<file path="config.mk">
export PLATFORM = sky130hd
export DESIGN_NAME = vme_slave_fsm
export DESIGN_NICKNAME = d
export VERILOG_FILES = /design/src/rtl/vme_slave_fsm.sv
export SDC_FILE = /design/constraint.sdc
export NUM_CORES = 1
export LEC_CHECK = 0
export CAP_MARGIN = 30
export CELL_PAD_IN_SITES_DETAIL_PLACEMENT = 1
export CELL_PAD_IN_SITES_GLOBAL_PLACEMENT = 1
export CORE_UTILIZATION = 30
export DETAILED_ROUTE_END_ITERATION = 8
export DONT_BUFFER_PORTS = 1
export GPL_ROUTABILITY_DRIVEN = 0
export GPL_TIMING_DRIVEN = 0
export PLACE_DENSITY_LB_ADDON = 0.1
export RECOVER_POWER = 100
export SKIP_CTS_REPAIR_TIMING = 1
export SLEW_MARGIN = 30
export SYNTH_ARGS = -nofsm -noshare
export SYNTH_HDL_FRONTEND = slang
export SYNTH_SLANG_ARGS = --single-unit
</file>
<file path="constraint.sdc">
create_clock -name clk_i -period 1.9 [get_ports clk_i]
set_clock_uncertainty 0.1 [all_clocks]
set_input_delay 0.38 -clock clk_i [delete_from_list [all_inputs] [get_ports clk_i]]
set_output_delay 0.38 -clock clk_i [all_outputs]
set_load 0.02 [all_outputs]
</file>
<file path="src/rtl/vme_slave_fsm.sv">
// ---------------------------------------------------------------------------
// vme_slave_fsm
// VME64 slave front-end for single-cycle D32 transfers. Synchronizes the
// bus strobes, decodes the A32 (and optionally A24) address window, runs a
// request/ack handshake on the local register bus and answers the master
// with DTACK or BERR.
//
// Build option:
//   VME_SLAVE_A24_EN  when defined, AM 0x39/0x3D compared against
//                     base_a24_i also hit; otherwise only A32 AMs hit and
//                     base_a24_i is ignored.
//
// Ports:
//   clk_i, rst_i                 clock, synchronous active-high reset
//   vme_as_n_i, vme_ds_n_i,
//   vme_write_n_i                bus strobes (synchronized internally)
//   vme_am_i, vme_addr_i (A31:1),
//   vme_lword_n_i, vme_data_i    bus qualifiers/data (sampled raw)
//   vme_data_o, vme_data_oe_o    read data and its drive enable
//   vme_dtack_n_o, vme_berr_n_o  bus responses, 1 = released
//   base_a32_i, base_a24_i       window bases
//   loc_cyc_o, loc_we_o,
//   loc_adr_o, loc_dat_o         local request
//   loc_dat_i, loc_ack_i,
//   loc_err_i                    local completion
// ---------------------------------------------------------------------------
module vme_slave_fsm #(
  parameter int G_TIMEOUT     = 255,
  parameter int G_SYNC_STAGES = 2
) (
  input  logic        clk_i,
  input  logic        rst_i,
  input  logic        vme_as_n_i,
  input  logic [1:0]  vme_ds_n_i,
  input  logic        vme_write_n_i,
  input  logic [5:0]  vme_am_i,
  input  logic [30:0] vme_addr_i,
  input  logic        vme_lword_n_i,
  input  logic [31:0] vme_data_i,
  output logic [31:0] vme_data_o,
  output logic        vme_data_oe_o,
  output logic        vme_dtack_n_o,
  output logic        vme_berr_n_o,
  input  logic [7:0]  base_a32_i,
  input  logic [7:0]  base_a24_i,
  output logic        loc_cyc_o,
  output logic        loc_we_o,
  output logic [23:0] loc_adr_o,
  output logic [31:0] loc_dat_o,
  input  logic [31:0] loc_dat_i,
  input  logic        loc_ack_i,
  input  logic        loc_err_i
);

  // state    | meaning
  // IDLE     | waiting for a synchronized AS_n falling edge
  // DECODE   | latch address qualifiers, check the window
  // WAIT_DS  | hit; waiting for both data strobes
  // REQ      | local request outstanding, timeout counter running
  // ACK      | local ack seen; present data (read) then DTACK
  // BERR     | error, timeout or unsupported width; BERR asserted
  // REL      | release DTACK/BERR/data enable
  // WAIT_AS  | waiting for AS_n high before a new cycle may start
  typedef enum logic [2:0] {
    S_IDLE, S_DECODE, S_WAIT_DS, S_REQ, S_ACK, S_BERR, S_REL, S_WAIT_AS
  } state_t;

  localparam logic [7:0] LP_TIMEOUT = 8'(G_TIMEOUT);

  state_t r_state;

  logic [G_SYNC_STAGES-1:0] r_as_sync;
  logic [G_SYNC_STAGES-1:0] r_wr_sync;
  logic [1:0]               r_ds_sync [G_SYNC_STAGES];

  logic        w_as_s;
  logic        w_wr_n_s;
  logic [1:0]  w_ds_s;
  logic        w_hit_a32;
  logic        w_hit_a24;
  logic        w_hit;

  logic        r_as_prev;
  logic        r_ds_lo;
  logic [7:0]  r_cnt;
  logic [21:0] r_addr;
  logic        r_lword_n;
  logic        r_write_n;

  logic [31:0] r_rdata;
  logic        r_oe;
  logic        r_dtack_n;
  logic        r_berr_n;
  logic        r_cyc;
  logic        r_we;
  logic [23:0] r_adr;
  logic [31:0] r_wdat;

  // AS_n chain resets to "asserted" so that a cycle already in progress
  // when reset lifts is never mistaken for a fresh falling edge.
  always_ff @(posedge clk_i) begin
    if (rst_i) begin
      r_as_sync <= '0;
      r_wr_sync <= '1;
      for (int i = 0; i < G_SYNC_STAGES; i++) r_ds_sync[i] <= 2'b11;
    end else begin
      r_as_sync[0] <= vme_as_n_i;
      r_wr_sync[0] <= vme_write_n_i;
      r_ds_sync[0] <= vme_ds_n_i;
      for (int i = 1; i < G_SYNC_STAGES; i++) begin
        r_as_sync[i] <= r_as_sync[i-1];
        r_wr_sync[i] <= r_wr_sync[i-1];
        r_ds_sync[i] <= r_ds_sync[i-1];
      end
    end
  end

  assign w_as_s   = r_as_sync[G_SYNC_STAGES-1];
  assign w_wr_n_s = r_wr_sync[G_SYNC_STAGES-1];
  assign w_ds_s   = r_ds_sync[G_SYNC_STAGES-1];

  // vme_addr_i[k] carries A[k+1].
  assign w_hit_a32 = ((vme_am_i == 6'h09) || (vme_am_i == 6'h0D)) &&
                     (vme_addr_i[30:23] == base_a32_i);
`ifdef VME_SLAVE_A24_EN
  assign w_hit_a24 = ((vme_am_i == 6'h39) || (vme_am_i == 6'h3D)) &&
                     (vme_addr_i[22:15] == base_a24_i);
`else
  logic w_unused_a24;
  assign w_unused_a24 = ^base_a24_i;
  assign w_hit_a24    = 1'b0;
`endif
  assign w_hit = (w_hit_a32 || w_hit_a24) && !vme_addr_i[0];

  always_ff @(posedge clk_i) begin
    if (rst_i) begin
      r_state   <= S_IDLE;
      r_as_prev <= 1'b0;
      r_ds_lo   <= 1'b0;
      r_cnt     <= '0;
      r_addr    <= '0;
      r_lword_n <= 1'b1;
      r_write_n <= 1'b1;
      r_rdata   <= '0;
      r_oe      <= 1'b0;
      r_dtack_n <= 1'b1;
      r_berr_n  <= 1'b1;
      r_cyc     <= 1'b0;
      r_we      <= 1'b0;
      r_adr     <= '0;
      r_wdat    <= '0;
    end else begin
      r_as_prev <= w_as_s;
      // DS assertion gets one extra qualification stage so the raw data
      // lines have had a full cycle to settle before a write latches them.
      r_ds_lo   <= (w_ds_s == 2'b00);

      case (r_state)
        S_IDLE: begin
          // AS low without a preceding high (e.g. right after reset) is a
          // cycle we joined late: sit it out.
          if (!w_as_s) r_state <= r_as_prev ? S_DECODE : S_WAIT_AS;
        end

        S_DECODE: begin
          r_addr    <= vme_addr_i[22:1];
          r_lword_n <= vme_lword_n_i;
          r_write_n <= w_wr_n_s;
          r_state   <= w_hit ? S_WAIT_DS : S_WAIT_AS;
        end

        S_WAIT_DS: begin
          if (w_as_s) begin
            r_state <= S_IDLE;
          end else if (r_ds_lo) begin
            if (!r_lword_n) begin
              r_state <= S_REQ;
              r_cnt   <= '0;
              r_cyc   <= 1'b1;
              r_we    <= !r_write_n;
              r_adr   <= {r_addr, 2'b00};
              if (!r_write_n) r_wdat <= vme_data_i;
            end else begin
              r_state  <= S_BERR;
              r_berr_n <= 1'b0;
            end
          end
        end

        S_REQ: begin
          if (loc_ack_i) begin
            r_cyc   <= 1'b0;
            r_rdata <= loc_dat_i;
            r_state <= S_ACK;
          end else if (loc_err_i || (r_cnt == LP_TIMEOUT)) begin
            r_cyc    <= 1'b0;
            r_berr_n <= 1'b0;
            r_state  <= S_BERR;
          end else begin
            r_cnt <= r_cnt + 8'd1;
          end
        end

        S_ACK: begin
          // Reads put data on the bus one cycle ahead of DTACK.
          if (!r_we && !r_oe) begin
            r_oe <= 1'b1;
          end else if (r_dtack_n) begin
            r_dtack_n <= 1'b0;
          end else if (w_ds_s == 2'b11) begin
            r_dtack_n <= 1'b1;
            r_oe      <= 1'b0;
            r_state   <= S_REL;
          end
        end

        S_BERR: begin
          if (w_ds_s == 2'b11) begin
            r_berr_n <= 1'b1;
            r_state  <= S_REL;
          end
        end

        S_REL: begin
          r_dtack_n <= 1'b1;
          r_berr_n  <= 1'b1;
          r_oe      <= 1'b0;
          r_state   <= S_WAIT_AS;
        end

        S_WAIT_AS: begin
          if (w_as_s) r_state <= S_IDLE;
        end

        default: r_state <= S_IDLE;
      endcase
    end
  end

  assign vme_data_o    = r_rdata;
  assign vme_data_oe_o = r_oe;
  assign vme_dtack_n_o = r_dtack_n;
  assign vme_berr_n_o  = r_berr_n;
  assign loc_cyc_o     = r_cyc;
  assign loc_we_o      = r_we;
  assign loc_adr_o     = r_adr;
  assign loc_dat_o     = r_wdat;

endmodule
</file>
==> impl_metrics.csv, run 1 <==
group,metric,value,unit
sta,setup_viol,45,
status,status,"finished, violations left",
sta,max_freq,0.5006,GHz
logic_synthesis,yosysTopAreaCellShare,0.5346,
clocking,htree_levels,4,
placed_design,io_buffers,0,
sta,finalHoldViolations,4,
worst_setup_path,critPathMaxFanout,3,
clocking,clock_path_buffers,2,
placed_design,placed_cells,859,
finish,layoutNonFillerInstCount,957,
clocking,clk_latency,0.42,ns
sta,holdWs,-0.002874,ns
sta,relSlewSlack,0.5457,
clocking,clkTransAtPathRegs,0.06,ns
finish,fill_cells,1962,
drt,vias_per_cell,4.841,
status,violations,"hold timing, setup timing",
sta,setup_ws,-0.09765,ns
logic_synthesis,synth_edf_count,0,
logic_synthesis,synthTopCellsByArea,"dfxtp_1 53%, nand2_1 17%, a21oi_1 12%",
finish,nets,851,
die,initial_core_util,0.3071,
sta,period_needed,1.998,ns
die,die_h,132.3,um
clocking,cts_root_buffer,"clkbuf_16",
drt,vias,4633,
drt,drc,0,
die,design.core.area,16580,sq um
grt,grt_pass1_wl,23.57,mm
logic_synthesis,ys_ff_latch,136,
finish,post-route-util,0.4132,
power_and_ir_drop,vdd_drop_max,0.0006481,V
worst_setup_path,cp-end-kind,"flop",
grt,antenna_found_initial,0,
worst_setup_path,worstPathRequired,2.14,ns
sta,rsz0062_at_grt,"true",
worst_setup_path,path_class,"reg -> reg",
die,io_pins,219,
power_and_ir_drop,p_leak,0.002387,uW
clocking,cts_tree,"yes",
drt,postRouteAntennaNets,0,
finish,area_growth,34.55,%
clocking,clock_sinks,136,
logic_synthesis,yosysWarnings,0,
logic_synthesis,synth_flop_cell,"dfxtp_1",
finish,diodes,0,
logic_synthesis,syn_avg_cell_area,7.982,sq um
power_and_ir_drop,powerDensity,1107,nW/um^2
logic_synthesis,ys_seq_area_frac,0.5346,
logic_synthesis,yosys.area.top_type,"dfxtp_1",
grt,grt_max_degree,17,
logic_synthesis,postSynth.asyncResetShare,0,
min_path,hold_class,"in -> reg",
sta,fin_crit_sh,1.051,
finish,seqCellArea,2736,sq um
grt,grt_pass1_vias,4665,
worst_setup_path,critPathLaunchType,"flop",
job,max_cap_viol_count,0,
die,dieArea,17500,sq um
logic_synthesis,yosysUniqueCellTypes,41,
logic_synthesis,synthCells,638,
drt,wl_per_cell,16.81,um
logic_synthesis,yosysMostFrequentCell,"nand2_1",
worst_setup_path,cp.arrival,2.24,ns
sta,slew_violations,0,
placed_design,hpwl,11.09,mm
drt,finalWirelength,16.08,mm
finish,multi_input_area,2311,sq um
grt,track_usage,0.1739,
sta,tightestPinTransition,0.6814,ns
die,dieWidth,132.3,um
logic_synthesis,synth_common_cells,"232 x nand2_1, 136 x dfxtp_1, 121 x a21oi_1, 34 x clkbuf_1",
finish,final_layout_size_suffix_gt1_frac,0.1520,
placed_design,pre_cts_slack,-0.3429,ns
clocking,cts_buffers,17,
die,rows,47,
drt,dr.pass1.iters,4,
logic_synthesis,synth_area,5092,sq um
drt,drtIter0Drc,144,
grt,grt_overflow,0,
## critical path, stage by stage (launching register included)
cell and delay, ns:
dfxtp_4 0.35, ha_4 0.16, and3_4 0.19, a2111oi_4 0.40, nand4_1 0.17, or3_1 0.34
a211oi_2 0.21
## placed cells by master (no fill, tap or decap), types with 8 or more instances in the layout
cell	count
clkbuf_2	10
xnor2_1	9
clkbuf_1	24
nor2_1	8
a21oi_2	11
dfxtp_1	131
dlygate4sd3_1	50
nand2_1	222
nor3_1	9
buf_4	15
clkbuf_16	18
a21oi_1	110
## metal layers
layer  global-route usage  share of wire  up-vias  routed length [um]
met5                    0              0        -                   0
met4              0.06513          0.013        0                 212
met3              0.07459          0.078       17                1248
met2               0.3004           0.50      139                8120
met1               0.1885           0.40     2210                6503
li1                     -              -     2267                   -
## kinds of logic after synthesis
group                      after synthesis  synth area share
AOI/OAI and AO/OA                      146            0.1563
xor gates and xnor gates                14           0.02408
adders and majority gates                1          0.002457
buffers and inverters                   50           0.04177
DFF                                    136            0.5346
other                                    1         0.0007364
and+or+nand+nor                        290            0.2400
## flip-flops by register name, indices dropped and copies added (netlist names)
register / cells
r_cnt: 8
vme_dtack_n_o: 1
loc_cyc_o: 1
r_as_sync: 2
r_wr_sync: 2
r_ds_lo: 1
loc_dat_o: 32
r_lword_n: 1
r_as_prev: 1
vme_data_oe_o: 1
r_write_n: 1
loc_adr_o: 22
loc_we_o: 1
vme_data_o: 32
r_state: 3
vme_berr_n_o: 1
r_addr: 22
r_ds_sync: 4
## path summary, 6_finish.rpt
path                                         startpoint                 endpoint  slack, ns  cells after the start
worst max-delay path              r_cnt[1]$_SDFFE_PP0P_    r_cnt[6]$_SDFFE_PP0P_       -0.1                      6
worst min-delay path                      vme_addr_i[7]   r_addr[6]$_SDFFE_PP0P_     -0.003                      2
worst max register to register    r_cnt[1]$_SDFFE_PP0P_    r_cnt[6]$_SDFFE_PP0P_       -0.1                      6
worst min register to register  r_wr_sync[0]$_SDFF_PP1_  r_wr_sync[1]$_SDFF_PP1_       0.31                      1
## power by group
group | internal, uW | leakage, uW | switching, uW
combinational | 472 | 0.00100 | 698
clock | 1940 | 0.000279 | 1230
sequential | 3040 | 0.00110 | 207
total | 5450 | 0.00239 | 2140
## cell type report
type | instances | share of cell area
Timing Repair Buffer | 67 | 0.09971
Tap cell | 220 | 0.04018
Clock inverter | 10 | 0.01370
Sequential cell | 136 | 0.3994
Clock buffer | 22 | 0.07067
Multi-Input combinational cell | 453 | 0.3373
Inverter | 4 | 0.002191
Buffer | 45 | 0.03689
## stage by stage
step	setup TNS [ns]	instance area (sq um)	power (uW)	hold WS, ns
2_1_floorplan	0	5099	3972	0.2895
3_3_place_gp	-12.14	5374	4227	0.2928
3_5_place_dp	-18.65	5374	4277	0.2984
4_1_cts	-14.57	5952	7493	-0.05831
5_1_grt	-7.809	6852	7968	-0.0008291
6_report	-1.746	6852	7586	-0.002874
(Power assumes the default switching activity.)
==> run 2, diff against run 1 <==
Settings changed: MAX_ROUTING_LAYER set to met4.
==> run 2 against run 1 <==
Compared with the run above: the run still ends with hold timing, setup timing left; count of clock-buffer cells in the layout unchanged; first-iteration DRC count increased by 5.6%; non-clock buffer count unchanged; critical path depth unchanged; fmax about the same; largest power group unchanged.
==> impl_metrics.csv, run 2 (synthesized netlist as in run 1, its figures left out) <==
group,metric,value,unit
status,status,"finished, violations left",
status,violations,"hold timing, setup timing",
die,design.core.area,16580,sq um
sta,fin_tns_setup,-1.758,ns
sta,setup_ws,-0.09791,ns
clocking,htree_levels,4,
die,initial_core_util,0.3071,
grt,grt_pass1_wl,23.54,mm
die,dieWidth,132.3,um
power_and_ir_drop,powerDensity,1107,nW/um^2
finish,area_growth,34.55,%
worst_setup_path,cpMaxStageDelayCell,"a2111oi_4",
finish,final_layout_size_suffix_gt1_frac,0.1520,
power_and_ir_drop,vdd_drop_max,0.0006491,V
power_and_ir_drop,power_frac_seq,0.428,
drt,vias,4649,
finish,nets,851,
min_path,worst_hold_path.num_cells,2,
clocking,clkTransAtPathRegs,0.06,ns
finish,diodes,0,
sta,period_needed,1.998,ns
placed_design,io_buffers,0,
drt,finalWirelength,16.08,mm
worst_setup_path,ff2ff_path_depth,6,
die,rows,47,
worst_setup_path,crit_cells,6,
worst_setup_path,worstPathRequired,2.14,ns
power_and_ir_drop,combPwrFrac,0.155,
die,io_pins,219,
sta,tightestPinTransition,0.6742,ns
power_and_ir_drop,p_leak,0.002387,uW
worst_setup_path,cp-end-kind,"flop",
drt,drtIter0Drc,152,
sta,finalHoldViolations,5,
worst_setup_path,max_stage_delay,0.40,ns
clocking,cts_root_buffer,"clkbuf_16",
job,max_cap_viol_count,0,
grt,antenna_found_initial,0,
power_and_ir_drop,switching_share,0.2820,
sta,holdWs,-0.003417,ns
clocking,clock_sinks,136,
clocking,cts_buffers,17,
worst_setup_path,critPathMaxFanout,3,
worst_setup_path,critPathBufInv,0,
drt,dr.pass1.iters,4,
drt,postRouteAntennaNets,0,
min_path,hold_class,"in -> reg",
worst_setup_path,path_class,"reg -> reg",
drt,wl_per_cell,16.81,um
worst_setup_path,crit_family,"simple AND/OR/NAND/NOR gates",
drt,vias_per_cell,4.858,
finish,final_cell_mix,"222 x nand2_1, 131 x dfxtp_1, 110 x a21oi_1, 50 x dlygate4sd3_1, 24 x clkbuf_1",
sta,relSlewSlack,0.5505,
sta,rsz0062_at_grt,"true",
sta,setup_viol,45,
sta,fin_crit_sh,1.052,
finish,final_common_cell,"nand2_1",
grt,grt_max_degree,17,
worst_setup_path,critPathLaunchType,"flop",
worst_setup_path,crit_chain,"ha_4 > and3_4 > a2111oi_4 > nand4_1 > or3_1 > a211oi_2",
grt,track_usage,0.1792,
finish,post-route-util,0.4132,
sta,max_freq,0.5005,GHz
power_and_ir_drop,clockPowerShare,0.418,
grt,grt_overflow,0,
grt,grt_pass1_vias,4678,
worst_setup_path,cp.arrival,2.24,ns
clocking,clk_latency,0.42,ns
power_and_ir_drop,p_int,5448,uW
placed_design,hpwl,11.09,mm
drt,drc,0,
clocking,cts_tree,"yes",
power_and_ir_drop,switchingPower,2140,uW
clocking,clock_path_buffers,2,
sta,slew_violations,0,
die,die_h,132.3,um
die,dieArea,17500,sq um
-- run 2: cell counts in the layout (fill, tap and decap cells not counted) --
Identical to the previous run, type by type.
-- run 2: final timing paths --
kind / from / slack (ns) / to
setup reg to reg: r_cnt[1]$_SDFFE_PP0P_ / -0.1 / r_cnt[6]$_SDFFE_PP0P_
hold reg to reg: r_wr_sync[0]$_SDFF_PP1_ / 0.31 / r_wr_sync[1]$_SDFF_PP1_
setup / recovery: r_cnt[1]$_SDFFE_PP0P_ / -0.1 / r_cnt[6]$_SDFFE_PP0P_
hold / removal: vme_addr_i[7] / -0.003 / r_addr[6]$_SDFFE_PP0P_
-- run 2: layout make-up --
type / count / area (sq um)
fillers: 1962 / 9732
flip-flops and latches: 136 / 2736
multi-input cells: 453 / 2311
repair buffers: 67 / 683.2
clock buffers: 22 / 484.2
well taps: 220 / 275.3
plain buffers: 45 / 252.7
clock inverters: 10 / 93.84
inverters: 4 / 15.01
-- run 2: worst reg2reg max path: cells and delay by family, from the launching register on --
family / cells / cell delay, ns
AND/OR/NAND/NOR: 3 / 0.70
AO/OA/AOI/OAI: 2 / 0.61
flip-flops: 1 / 0.35
adder cells (fa/ha/maj): 1 / 0.16
-- run 2: per-stage QoR --
stage / total power [uW] / area (sq um) / cells / hold slack [ns] / setup slack (ns)
global route: 7968 / 6852 / 957 / -0.0008344 / -0.1929
CTS: 7493 / 5952 / 891 / -0.05831 / -0.3209
finish: 7588 / 6852 / 957 / -0.003417 / -0.09791
detailed placement: 4277 / 5374 / 859 / 0.2984 / -0.3429
global placement: 4227 / 5374 / 859 / 0.2928 / -0.3148
floorplan: 3972 / 5099 / 639 / 0.2895 / 0.02197
-- run 2: routing by layer --
| metal | up-vias | part of all wire | GRT usage |
|---|---|---|---|
| met5 | - | 0 | - |
| li1 | 2269 | - | - |
| met2 | 145 | 0.51 | 0.3013 |
| met3 | 17 | 0.074 | 0.06997 |
| met1 | 2218 | 0.41 | 0.1907 |
| met4 | 0 | 0.013 | 0.06513 |
-- run 2: power groups by stage --
stage,registers [uW],clock network (uW),logic (uW)
2_1_floorplan,3250,0,727
3_3_place_gp,3290,0,933
3_5_place_dp,3300,0,975
4_1_cts,3240,3270,981
5_1_grt,3270,3380,1320
6_report,3240,3170,1170
